### config.mk
export PLATFORM = sky130hd
export DESIGN_NAME = mem_load_unit
export DESIGN_NICKNAME = d
export VERILOG_FILES = /design/src/rtl/mem_load_unit.sv
export SDC_FILE = /design/constraint.sdc
export NUM_CORES = 1
export LEC_CHECK = 0
export ABC_CLOCK_PERIOD_IN_PS = 6300
export BUFFER_PORTS_ARGS = -buffer_cell sky130_fd_sc_hd__buf_2
export CAP_MARGIN = 20
export CORE_ASPECT_RATIO = 0.9
export CORE_UTILIZATION = 45
export CTS_CLUSTER_SIZE = 25
export DETAILED_ROUTE_END_ITERATION = 8
export HOLD_SLACK_MARGIN = 0.15
export MAX_ROUTING_LAYER = met4
export PLACE_DENSITY_LB_ADDON = 0.1
export SYNTH_ARGS = -nofsm -noshare
export SYNTH_HDL_FRONTEND = slang
export SYNTH_SLANG_ARGS = --single-unit
### constraint.sdc
create_clock -name clk -period 6.3 [get_ports clk]
set_clock_uncertainty 0.1 [all_clocks]
set_input_delay 0.315 -clock clk [delete_from_list [all_inputs] [get_ports clk]]
set_output_delay 0.315 -clock clk [all_outputs]
set_load 0.005 [all_outputs]
### src/rtl/mem_load_unit.sv
// Memory stage: registers ALU writeback, or runs a valid/ready data-memory read
// for loads, extracts and extends the addressed byte/half/word, and writes back.
module mem_load_unit #(
  parameter int TIMEOUT_CYCLES = 255
) (
  input  logic        clk,
  input  logic        rst,
  input  logic [4:0]  rd_l3,
  input  logic [31:0] alu_q_l3,
  input  logic        load_l3,
  input  logic [2:0]  funct3_l3,
  output logic        stall_mem,
  output logic        dmem_req_valid,
  input  logic        dmem_req_ready,
  output logic [31:0] dmem_addr,
  input  logic        dmem_rsp_valid,
  input  logic [31:0] dmem_rsp_data,
  output logic        we_wb,
  output logic [4:0]  rd_wb,
  output logic [31:0] wdata_wb,
  output logic        misalign_wb,
  output logic        buserr_wb
);

  localparam int CW = $clog2(TIMEOUT_CYCLES + 1);

  typedef enum logic [1:0] {IDLE, REQ, WAIT} state_t;

  state_t       state, state_next;
  logic [CW-1:0] cnt, cnt_next;
  logic [31:0]  addr_q, addr_next;
  logic [4:0]   rd_q, rd_next;
  logic [2:0]   f3_q, f3_next;
  logic         we_next, mis_next, bus_next, req_valid_next;
  logic [4:0]   rd_wb_next;
  logic [31:0]  wdata_next, dmem_addr_next;
  logic         misaligned;
  logic [7:0]   byte_sel;
  logic [15:0]  half_sel;
  logic [31:0]  load_data;

  // Halfwords need addr[0]=0; words (and unlisted funct3, treated as lw) need addr[1:0]=0.
  always_comb begin
    case (funct3_l3)
      3'b000, 3'b100: misaligned = 1'b0;
      3'b001, 3'b101: misaligned = alu_q_l3[0];
      default:        misaligned = (alu_q_l3[1:0] != 2'b00);
    endcase
  end

  always_comb begin
    case (addr_q[1:0])
      2'd0:    byte_sel = dmem_rsp_data[7:0];
      2'd1:    byte_sel = dmem_rsp_data[15:8];
      2'd2:    byte_sel = dmem_rsp_data[23:16];
      default: byte_sel = dmem_rsp_data[31:24];
    endcase
    half_sel = addr_q[1] ? dmem_rsp_data[31:16] : dmem_rsp_data[15:0];
    case (f3_q)
      3'b000:  load_data = {{24{byte_sel[7]}}, byte_sel};
      3'b100:  load_data = {24'd0, byte_sel};
      3'b001:  load_data = {{16{half_sel[15]}}, half_sel};
      3'b101:  load_data = {16'd0, half_sel};
      default: load_data = dmem_rsp_data;
    endcase
  end

  always_comb begin
    state_next     = state;
    cnt_next       = cnt;
    addr_next      = addr_q;
    rd_next        = rd_q;
    f3_next        = f3_q;
    we_next        = 1'b0;
    rd_wb_next     = rd_wb;
    wdata_next     = wdata_wb;
    mis_next       = 1'b0;
    bus_next       = 1'b0;
    req_valid_next = dmem_req_valid;
    dmem_addr_next = dmem_addr;
    stall_mem      = 1'b0;
    case (state)
      IDLE: begin
        if (!load_l3) begin
          we_next = (rd_l3 != 5'd0);
          if (rd_l3 != 5'd0) begin
            rd_wb_next = rd_l3;
            wdata_next = alu_q_l3;
          end
        end else if (misaligned) begin
          mis_next = 1'b1;
        end else begin
          stall_mem      = 1'b1;
          addr_next      = alu_q_l3;
          rd_next        = rd_l3;
          f3_next        = funct3_l3;
          req_valid_next = 1'b1;
          dmem_addr_next = {alu_q_l3[31:2], 2'b00};
          state_next     = REQ;
        end
      end
      REQ: begin
        stall_mem = 1'b1;
        if (dmem_req_ready) begin
          req_valid_next = 1'b0;
          cnt_next       = '0;
          state_next     = WAIT;
        end
      end
      WAIT: begin
        // A response on the timeout cycle still wins over the abort.
        if (dmem_rsp_valid) begin
          we_next = (rd_q != 5'd0);
          if (rd_q != 5'd0) begin
            rd_wb_next = rd_q;
            wdata_next = load_data;
          end
          state_next = IDLE;
        end else begin
          stall_mem = 1'b1;
          if (cnt == CW'(TIMEOUT_CYCLES)) begin
            bus_next   = 1'b1;
            cnt_next   = '0;
            state_next = IDLE;
          end else begin
            cnt_next = cnt + 1'b1;
          end
        end
      end
      default: state_next = IDLE;
    endcase
  end

  always_ff @(posedge clk or posedge rst) begin
    if (rst) begin
      state          <= IDLE;
      cnt            <= '0;
      addr_q         <= '0;
      rd_q           <= '0;
      f3_q           <= '0;
      we_wb          <= 1'b0;
      rd_wb          <= '0;
      wdata_wb       <= '0;
      misalign_wb    <= 1'b0;
      buserr_wb      <= 1'b0;
      dmem_req_valid <= 1'b0;
      dmem_addr      <= '0;
    end else begin
      state          <= state_next;
      cnt            <= cnt_next;
      addr_q         <= addr_next;
      rd_q           <= rd_next;
      f3_q           <= f3_next;
      we_wb          <= we_next;
      rd_wb          <= rd_wb_next;
      wdata_wb       <= wdata_next;
      misalign_wb    <= mis_next;
      buserr_wb      <= bus_next;
      dmem_req_valid <= req_valid_next;
      dmem_addr      <= dmem_addr_next;
    end
  end

endmodule
After elaboration in Yosys (flattened, before gate mapping)
Cells that the tools add are included.
{ "op_classes": {"n_reduce_logical": 17, "n_addsub": 1, "bitwise_logic": 1, "n_mux": 41, "eq_ne": 20} }
{ "ops": {"columns": ["op", "count"], "rows": [
  ["32-bit 2-to-1 mux", 4],
  ["32-bit one-hot mux with 4 select lines", 1],
  ["32-bit one-hot mux with 2 select lines", 1],
  ["8-bit 2-to-1 mux", 3],
  ["8-bit one-hot mux with 3 select lines", 1],
  ["5-bit 2-to-1 mux", 4],
  ["16-bit 2-to-1 mux", 1],
  ["2-bit inequality test (second input constant)", 8],
  ["8-bit one-hot mux with 2 select lines", 1],
  ["1-bit 2-to-1 mux", 14],
  ["3-bit == test (second input constant)", 4],
  ["2-bit 2-to-1 mux", 5],
  ["5-bit one-hot mux with 2 select lines", 1],
  ["5-bit nonzero test", 2],
  ["8-bit by 1-bit adder with 8-bit output (second input constant)", 1],
  ["8-bit == test (second input constant)", 1],
  ["4-bit AND reduction", 2],
  ["2-bit nonzero test", 4],
  ["3-bit by 1-bit == test with 1-bit output (second input constant)", 2],
  ["3-bit zero test", 2],
  ["1-bit one-hot mux with 2 select lines", 3],
  ["2-bit one-hot mux with 3 select lines", 1],
  ["3-bit AND reduction", 2],
  ["5-bit AND reduction", 1],
  ["7 further kinds", 11]
]} }
{ "totals": {"out_inout_bits": 74, "input_bits": 77, "elab_cells": 92, "register_bits": 91} }

Depth between registers and ports, before layout
Gate-level depths: netlist of run 1.
{ "depth": {"ltp_word": 6, "depth_mapped": 7, "ltp_nobuf": 5} }

Least setup slack after synthesis of run 1
OpenSTA, ideal clock, no wires.
{ "synth_path": {"kind": "flip-flop to flip-flop", "start": "reg state[1]", "end": "reg wdata_wb[1]", "slack_ns": 4.461, "required_ns": 6.079, "path_stages_with_launch": 8, "period_less_slack_ns": 1.839, "arrival_time_ns": 1.618, "path_buffers": 4, "setup_ns": 0.121, "cell_sequence": "dfrtp_1 -> buf_4 -> and3_4 -> buf_6 -> or3_4 -> buf_6 -> buf_6 -> a22o_1"} }
{ "synth_via": {"elab_chain_cells": 3, "word_cells_on_any_way": 9, "classes_between": "eq/ne (5); mux (1); reduce/logical (3)"} }
{ "synth_lines": {"columns": ["item", "line_no", "rtl"], "rows": [
  ["start, declared", "29", "state_t state, state_next;"],
  ["start signal, assigned", "149", "state <= state_next;"],
  ["2-bit == test / 2-bit zero test (equally long branches)", "82", "case (state)"],
  ["2-bit inequality test (no source line) / 2-bit nonzero test (equally long branches)", null, null],
  ["5-bit AND reduction (no source line)", null, null],
  ["end signal, assigned", "156", "wdata_wb <= wdata_next;"],
  ["end, declared", "20", "output logic [31:0] wdata_wb,"]
]} }
Parallel ways exist; a longest one is shown, timed or not.
A chain may end at the register's enable or synchronous reset.

Worst setup path after layout of run 1
{ "layout_path": {"start": "reg addr_q[1]", "end": "reg wdata_wb[26]"} }
{ "layout_via": {"elab_chain_cells": 6, "word_cells_on_any_way": 9, "classes_between": "eq/ne (2); mux (6); reduce/logical (1)"} }
{ "layout_lines": {"columns": ["item", "line_no", "rtl"], "rows": [
  ["start, declared", "31", "logic [31:0] addr_q, addr_next;"],
  ["start signal, assigned", "151", "addr_q <= addr_next;"],
  ["2-bit == test (tied with other cells)", "52", "case (addr_q[1:0])"],
  ["8-bit one-hot mux with 3 select lines", "52", null],
  ["32-bit one-hot mux with 4 select lines *", "59", "case (f3_q)"],
  ["32-bit 2-to-1 mux *", "114", "if (rd_q != 5'd0) begin"],
  ["32-bit 2-to-1 mux *", "112", "if (dmem_rsp_valid) begin"],
  ["32-bit one-hot mux with 2 select lines *", "82", null]
]} }
Mark *: on every way between the ends. The rest lies on a longest branch, timed or not. The select of a mux whose other input is x is not followed.

==> flow_summary.json, run 1 <==
{
  "n_fill_cell": 867,
  "rsz0062_at_grt": "false",
  "leakage_nw": 2.99,
  "ys_ff_latch": 91,
  "cts.path.max_buffers": 2,
  "hold_viol_final": 0,
  "detail_route.wl_per_cell_um": 18.7,
  "cts_resized": 0,
  "required_ns": 6.45,
  "critPathBufInv": 1,
  "path_max_fanout": 19,
  "track_usage_pct": 27.0,
  "via_count": 4334,
  "ios": 151,
  "crit_arrival_ns": 2.65,
  "cp_slowest_cell": "dfrtp_1",
  "outcome": "finished clean",
  "setup_viol": 0,
  "drv_cap": 0,
  "postCtsSetupRepairBufs": 0,
  "place_congestion": 0.866,
  "startpoint_type": "flop",
  "worstMarginPinSlew_ns": 1.01,
  "synth-main-ff-cell": "dfrtp_1",
  "cpPeakStageDelay_ns": 0.84,
  "cts.sinks": 91,
  "syn_area_per_cell_um2": 10.8,
  "power_density_nw_per_um2": 375,
  "fin_nets": 691,
  "synth-seq-area-share_pct": 47.7,
  "fmax_ghz": 0.399,
  "fin_tns_setup_ns": 0,
  "totalWireLength_mm": 14.0,
  "tritoncts": "done",
  "cts_max_level": 3,
  "initial_core_util_pct": 46.4,
  "die_w_um": 111,
  "grt_max_degree": 64,
  "dieHeight_um": 99.7,
  "drive_gt1_share_pct": 38.7,
  "final_util_pct": 61.1,
  "critPathTopFamily": "multiplexers",
  "slew_headroom_pct": 32.2,
  "finalCriticalPeriod_ns": 2.50,
  "worstSetupPathType": "flop to flop",
  "dr.first_iter.drc_count": 195,
  "synth_top_area_share_pct": 47.7,
  "ys_warn_count": 0,
  "synthArstFlopShare_pct": 100,
  "synth_cell_types": 50,
  "antenna_found_initial": 0,
  "via_per_inst": 5.80,
  "grt_pass1_wl_mm": 22.6,
  "antenna_cells": 0,
  "synth-edff-count": 0,
  "dr.pass1.iters": 4,
  "drcViolationCount": 0,
  "root_buffer": "clkbuf_16",
  "drv_slew": 0,
  "critPathMostFrequentCell": "mux2i_1",
  "grt_overflow": 0,
  "num_rows": 35,
  "hold_buffers": 40,
  "cp-startpoint": "addr_q[1]",
  "antenna_left": 0,
  "worstSkewPairLatency_ns": 0.34,
  "dp_hpwl_mm": 9.43,
  "cp-end-kind": "flop",
  "regArea_um2": 2280,
  "multiInputGateArea_um2": 2250,
  "grt_pass1_vias": 4319,
  "yosysTopAreaCell": "dfrtp_1",
  "r2r-start": "addr_q[1]",
  "min_period_over_period_pct": 39.8,
  "dieArea_um2": 11000,
  "synth.cell_area_um2": 4780,
  "area_growth_pct": 31.7,
  "synthCells": 442,
  "numCtsBuffers": 9,
  "hp-class": "input port to flop",
  "clkTransAtPathRegs_ns": 0.07,
  "synthTopCellsByArea": "dfrtp_1 (48%), mux2_2 (12%), a221oi_1 (4.4%)",
  "coreArea_um2": 10300,
  "peakVddDrop_mv": 0.231,
  "holdCritStartpoint": "alu_q_l3[2]",
  "critical_path.cell_chain": "mux2i_1 > mux2i_1 > buf_6 > a221oi_1 > o31ai_1",
  "io_buffers": 148
}
==> state kept, by name, indices dropped and copies added, names as in the netlist <==
name,count
wdata_wb,32
buserr_wb,1
f3_q,3
dmem_req_valid,1
cnt,8
rd_q,5
rd_wb,5
addr_q,2
state,2
dmem_addr,30
we_wb,1
misalign_wb,1
==> final cells by class <==
type	instances	area share, %
Multi-Input combinational cell	298	35.8
Inverter	15	0.935
Clock buffer	12	4.08
Clock inverter	4	0.776
Timing Repair Buffer	198	19.7
Tap cell	129	2.57
Sequential cell	91	36.2
==> worst paths after layout <==
kind	end	slack, ns	depth (start not counted)
worst max register to register	wdata_wb[26]	3.80	5
worst max-delay path	wdata_wb[26]	3.80	5
worst min register to register	wdata_wb[15]	0.39	1
min in group asynchronous	dmem_addr[29]	0.41	3
max in group asynchronous	wdata_wb[7]	4.55	4
worst min-delay path	dmem_addr[2]	0.16	2
==> kinds of logic (layout without fill, tap and decap cells) <==
| logic type | after synthesis | in the layout | synth area share [%] |
|---|---|---|---|
| buffers and inverters | 54 | 229 | 5.40 |
| AO/OA/AOI/OAI | 111 | 111 | 18.9 |
| XOR/XNOR | 2 | 2 | 0.367 |
| flip-flops | 91 | 91 | 47.7 |
| other | 1 | 2 | 0.0785 |
| multiplexers | 64 | 64 | 15.0 |
| AND/OR/NAND/NOR | 118 | 118 | 12.3 |
| adder cells (fa/ha/maj) | 1 | 1 | 0.262 |
==> through the flow <==
step | hold slack [ns] | power [mW] | instances | setup WS (ns) | instance area, um2
after floorplan | 0.288 | 1.45 | 443 | 3.52 | 4780
after global placement | 0.221 | 1.76 | 688 | 3.37 | 5540
after detailed placement | 0.224 | 1.79 | 689 | 3.31 | 5550
after CTS | 0.152 | 2.36 | 745 | 3.16 | 6260
after global routing | 0.162 | 2.50 | 747 | 3.54 | 6290
final | 0.158 | 2.36 | 747 | 3.80 | 6290
==> layer usage <==
metal / vias to the layer above / global-route usage, % / part of all wire (%) / wire length, um
li1: 1987 / - / - / -
met1: 2157 / 35.4 / 45 / 6290
met2: 169 / 42.3 / 47 / 6570
met4: 0 / 8.10 / 1.7 / 238
met5: - / - / 0 / 0
met3: 21 / 5.67 / 6.1 / 857
==> cells in the final DEF, fill, tap and decap left out, types with 5 or more instances in the layout <==
master	n
buf_4	7
mux2_2	49
o31ai_2	6
a211o_1	9
dlygate4sd3_1	40
nand2_1	34
clkbuf_16	9
dfrtp_1	91
nor2_1	32
nand2b_1	13
a21oi_1	5
buf_2	149
inv_1	13
a221oi_1	24
o31ai_1	27
nor4_1	15
o21ai_0	10
mux2i_1	14
==> cell usage after synthesis, types with 2 or more instances <==
cell type,number
a2111oi_0,4
nor4_1,15
o211ai_1,2
a211o_1,9
mux2i_1,14
o31ai_1,27
o221ai_1,4
nand2_1,34
nand3_1,2
buf_2,5
clkbuf_1,24
dfrtp_1,91
nor2_1,32
a221oi_1,24
nand3b_1,2
or3b_2,3
buf_6,4
a21oi_1,6
inv_1,14
nor2b_1,5
buf_4,5
a22o_1,4
a2bb2oi_1,4
or4_1,2
nand2b_1,13
o31ai_2,6
a311oi_1,3
o21ai_0,10
mux2_2,49
nor3_1,3
and2_1,3
==> power by group <==
part / total, mW / switching [mW] / internal (mW)
clock: 0.551 / 0.222 / 0.329
sequential: 0.942 / 0.146 / 0.796
combinational: 0.864 / 0.425 / 0.439
Note: power is estimated with default switching activity, not from simulation.
==> run 2, diff against run 1 <==
--- a/config.mk
+++ b/config.mk
@@ -5,7 +5,8 @@
 export SDC_FILE = /design/constraint.sdc
 export NUM_CORES = 1
 export LEC_CHECK = 0
-export ABC_CLOCK_PERIOD_IN_PS = 6300
+export ABC_AREA = 1
+export ABC_CLOCK_PERIOD_IN_PS = 2550
 export BUFFER_PORTS_ARGS = -buffer_cell sky130_fd_sc_hd__buf_2
 export CAP_MARGIN = 20
 export CORE_ASPECT_RATIO = 0.9
==> constraint.sdc (replaced) <==
create_clock -name clk -period 2.55 [get_ports clk]
set_clock_uncertainty 0.1 [all_clocks]
set_input_delay 0.1275 -clock clk [delete_from_list [all_inputs] [get_ports clk]]
set_output_delay 0.1275 -clock clk [all_outputs]
set_load 0.005 [all_outputs]
==> run 2 against run 1 <==
Effect of this change:
- worst hold slack worse by 0.0068 ns
- synthesized cell count is 43% higher
- sequential share of layout area is 1.2 points lower
- final cell count is 30% higher
- non-clock buffer count is 33 higher
- critical path depth is 4 higher
- largest cell class unchanged
- wire length is 1.1% lower
==> flow_summary.json, run 2 <==
{
  "io_buffers": 148,
  "fin_nets": 916,
  "area_growth_pct": 40.5,
  "required_ns": 2.32,
  "fmax_ghz": 0.447,
  "worstSetupPathType": "input port to primary output",
  "cp-end-kind": "primary output",
  "synth-edff-count": 0,
  "place_congestion": 0.832,
  "largest_reg_flops": 32,
  "slew_headroom_pct": 45.6,
  "layout_commonest_cell": "nand2_1",
  "antenna_cells": 0,
  "cts.sinks": 91,
  "syn_area_per_cell_um2": 7.35,
  "n_fill_cell": 875,
  "drv_cap": 0,
  "p_int_mw": 3.85,
  "worstSkewPairLatency_ns": 0.34,
  "hp-class": "input port to flop",
  "final_cell_area_um2": 6510,
  "grt_pass1_wl_mm": 22.5,
  "p_clk_share_pct": 22.3,
  "track_usage_pct": 27.8,
  "detail_route.wl_per_cell_um": 14.2,
  "coreArea_um2": 9830,
  "postCtsSetupRepairBufs": 0,
  "synthTopCellsByArea": "dfrtp_1 (49%), nand2_1 (15%), a21oi_1 (7.6%)",
  "synthArstFlopShare_pct": 100,
  "pre_cts_ws_ns": 0.481,
  "startpoint_type": "input port",
  "synth_cell_types": 26,
  "total_power_mw": 6.24,
  "holdWs_ns": 0.151,
  "power_density_nw_per_um2": 959,
  "setup_viol": 0,
  "grt_pass1_vias": 4677,
  "instances_no_fill": 969,
  "hold_buffers": 75,
  "fin_tns_setup_ns": 0,
  "placed_area_um2": 5440,
  "die_w_um": 109,
  "finalCriticalPeriod_ns": 2.24,
  "tritoncts": "done",
  "drcViolationCount": 0,
  "cts_max_level": 3,
  "drv_slew": 0,
  "synth.cell_area_um2": 4630,
  "synth_most_common_cell": "nand2_1",
  "worstMarginPinSlew_ns": 0.815,
  "drive_gt1_share_pct": 21.7,
  "yosysTopAreaCell": "dfrtp_1",
  "num_rows": 34,
  "initial_core_util_pct": 47.1,
  "final_cell_mix": "nand2_1 (189), buf_2 (148), dfrtp_1 (91), dlygate4sd3_1 (75), a21oi_1 (70)",
  "largestRegisters": "wdata_wb: 32 flops, dmem_addr: 30 flops, cnt: 8 flops",
  "switching_share_pct": 38.2,
  "crit_arrival_ns": 2.01,
  "peakVddDrop_mv": 0.533,
  "min_period_over_period_pct": 87.8,
  "setup_ws_ns": 0.311,
  "dr.first_iter.drc_count": 243,
  "dp.cells": 878,
  "cts_resized": 0,
  "numCtsBuffers": 9,
  "dieHeight_um": 98.3,
  "dp_hpwl_mm": 9.30,
  "final_util_pct": 66.2,
  "leakage_nw": 3.46,
  "via_count": 4867,
  "grt_overflow": 0,
  "cts.path.max_buffers": 2,
  "synth_commonest_cells": "nand2_1 (189), dfrtp_1 (91), a21oi_1 (70), inv_1 (67), o21ai_0 (65)",
  "p_comb_share_pct": 38.6,
  "hold_viol_final": 0,
  "largest_register": "wdata_wb",
  "via_per_inst": 5.02,
  "dr.pass1.iters": 4,
  "synth-main-ff-cell": "dfrtp_1",
  "root_buffer": "clkbuf_16",
  "ys_ff_latch": 91,
  "outcome": "finished clean",
  "antenna_left": 0,
  "ios": 151,
  "p_sw_mw": 2.39,
  "clkTransAtPathRegs_ns": 0.06,
  "synthCells": 630,
  "dieArea_um2": 10700,
  "grt_max_degree": 62,
  "antenna_found_initial": 0,
  "synth_top_area_share_pct": 49.1,
  "synth-seq-area-share_pct": 49.1,
  "totalWireLength_mm": 13.8,
  "rsz0062_at_grt": "false",
  "ys_warn_count": 0,
  "path_max_fanout": 46,
  "pwr-share-seq_pct": 39.1
}
[run 2: final timing paths]
path / from / endpoint / slack (ns) / depth (start not counted)
max: alu_q_l3[0] / stall_mem / 0.31 / 9
min: dmem_rsp_data[6] / wdata_wb[6] / 0.15 / 5
max reg2reg: rd_q[2] / wdata_wb[21] / 0.45 / 8
min reg2reg: wdata_wb[31] / wdata_wb[31] / 0.38 / 2
max in group asynchronous: rst / wdata_wb[14] / 1.28 / 4
min in group asynchronous: rst / rd_q[4] / 0.33 / 3
[run 2: power by group through the flow]
stage	sequential [mW]	clock [mW]	combinational [mW]
after floorplan	2.40	0	1.43
after global placement	2.43	0	2.26
after detailed placement	2.44	0	2.30
after CTS	2.43	1.41	2.40
after global routing	2.50	1.47	2.77
final	2.44	1.39	2.41
[run 2: area by class of cell]
class | instances | area [um2] | share of cell area (%)
flip-flops and latches | 91 | 2280 | 35.0
multi-input cells | 432 | 1910 | 29.3
repair buffers | 231 | 1580 | 24.2
inverters | 73 | 278 | 4.27
clock buffers | 11 | 253 | 3.88
well taps | 126 | 158 | 2.42
clock inverters | 5 | 60.1 | 0.923
[run 2: critical path, stage by stage]
cell,delay [ns]
dlygate4sd3_1,0.54
buf_2,0.13
inv_2,0.06
o21ai_0,0.09
o21ai_1,0.11
nand4_1,0.41
buf_12,0.34
nand3_1,0.08
buf_2,0.12
[run 2: cell families after synthesis]
| group | count (synthesis) | synth area share (%) |
|---|---|---|
| flops | 91 | 49.1 |
| xor+xnor | 1 | 0.189 |
| simple gates | 278 | 23.8 |
| other cells | 1 | 0.0809 |
| fa+ha+maj | 1 | 0.270 |
| compound gates | 150 | 16.7 |
| buf+inv | 108 | 9.80 |
[run 2: per-layer routing]
metal / vias to the layer above / track usage, % / part of all wire, %
li1: 2403 / - / -
met1: 2297 / 34.7 / 45
met2: 147 / 46.3 / 49
met3: 20 / 4.67 / 5.0
met4: 0 / 7.80 / 1.2
met5: - / - / 0
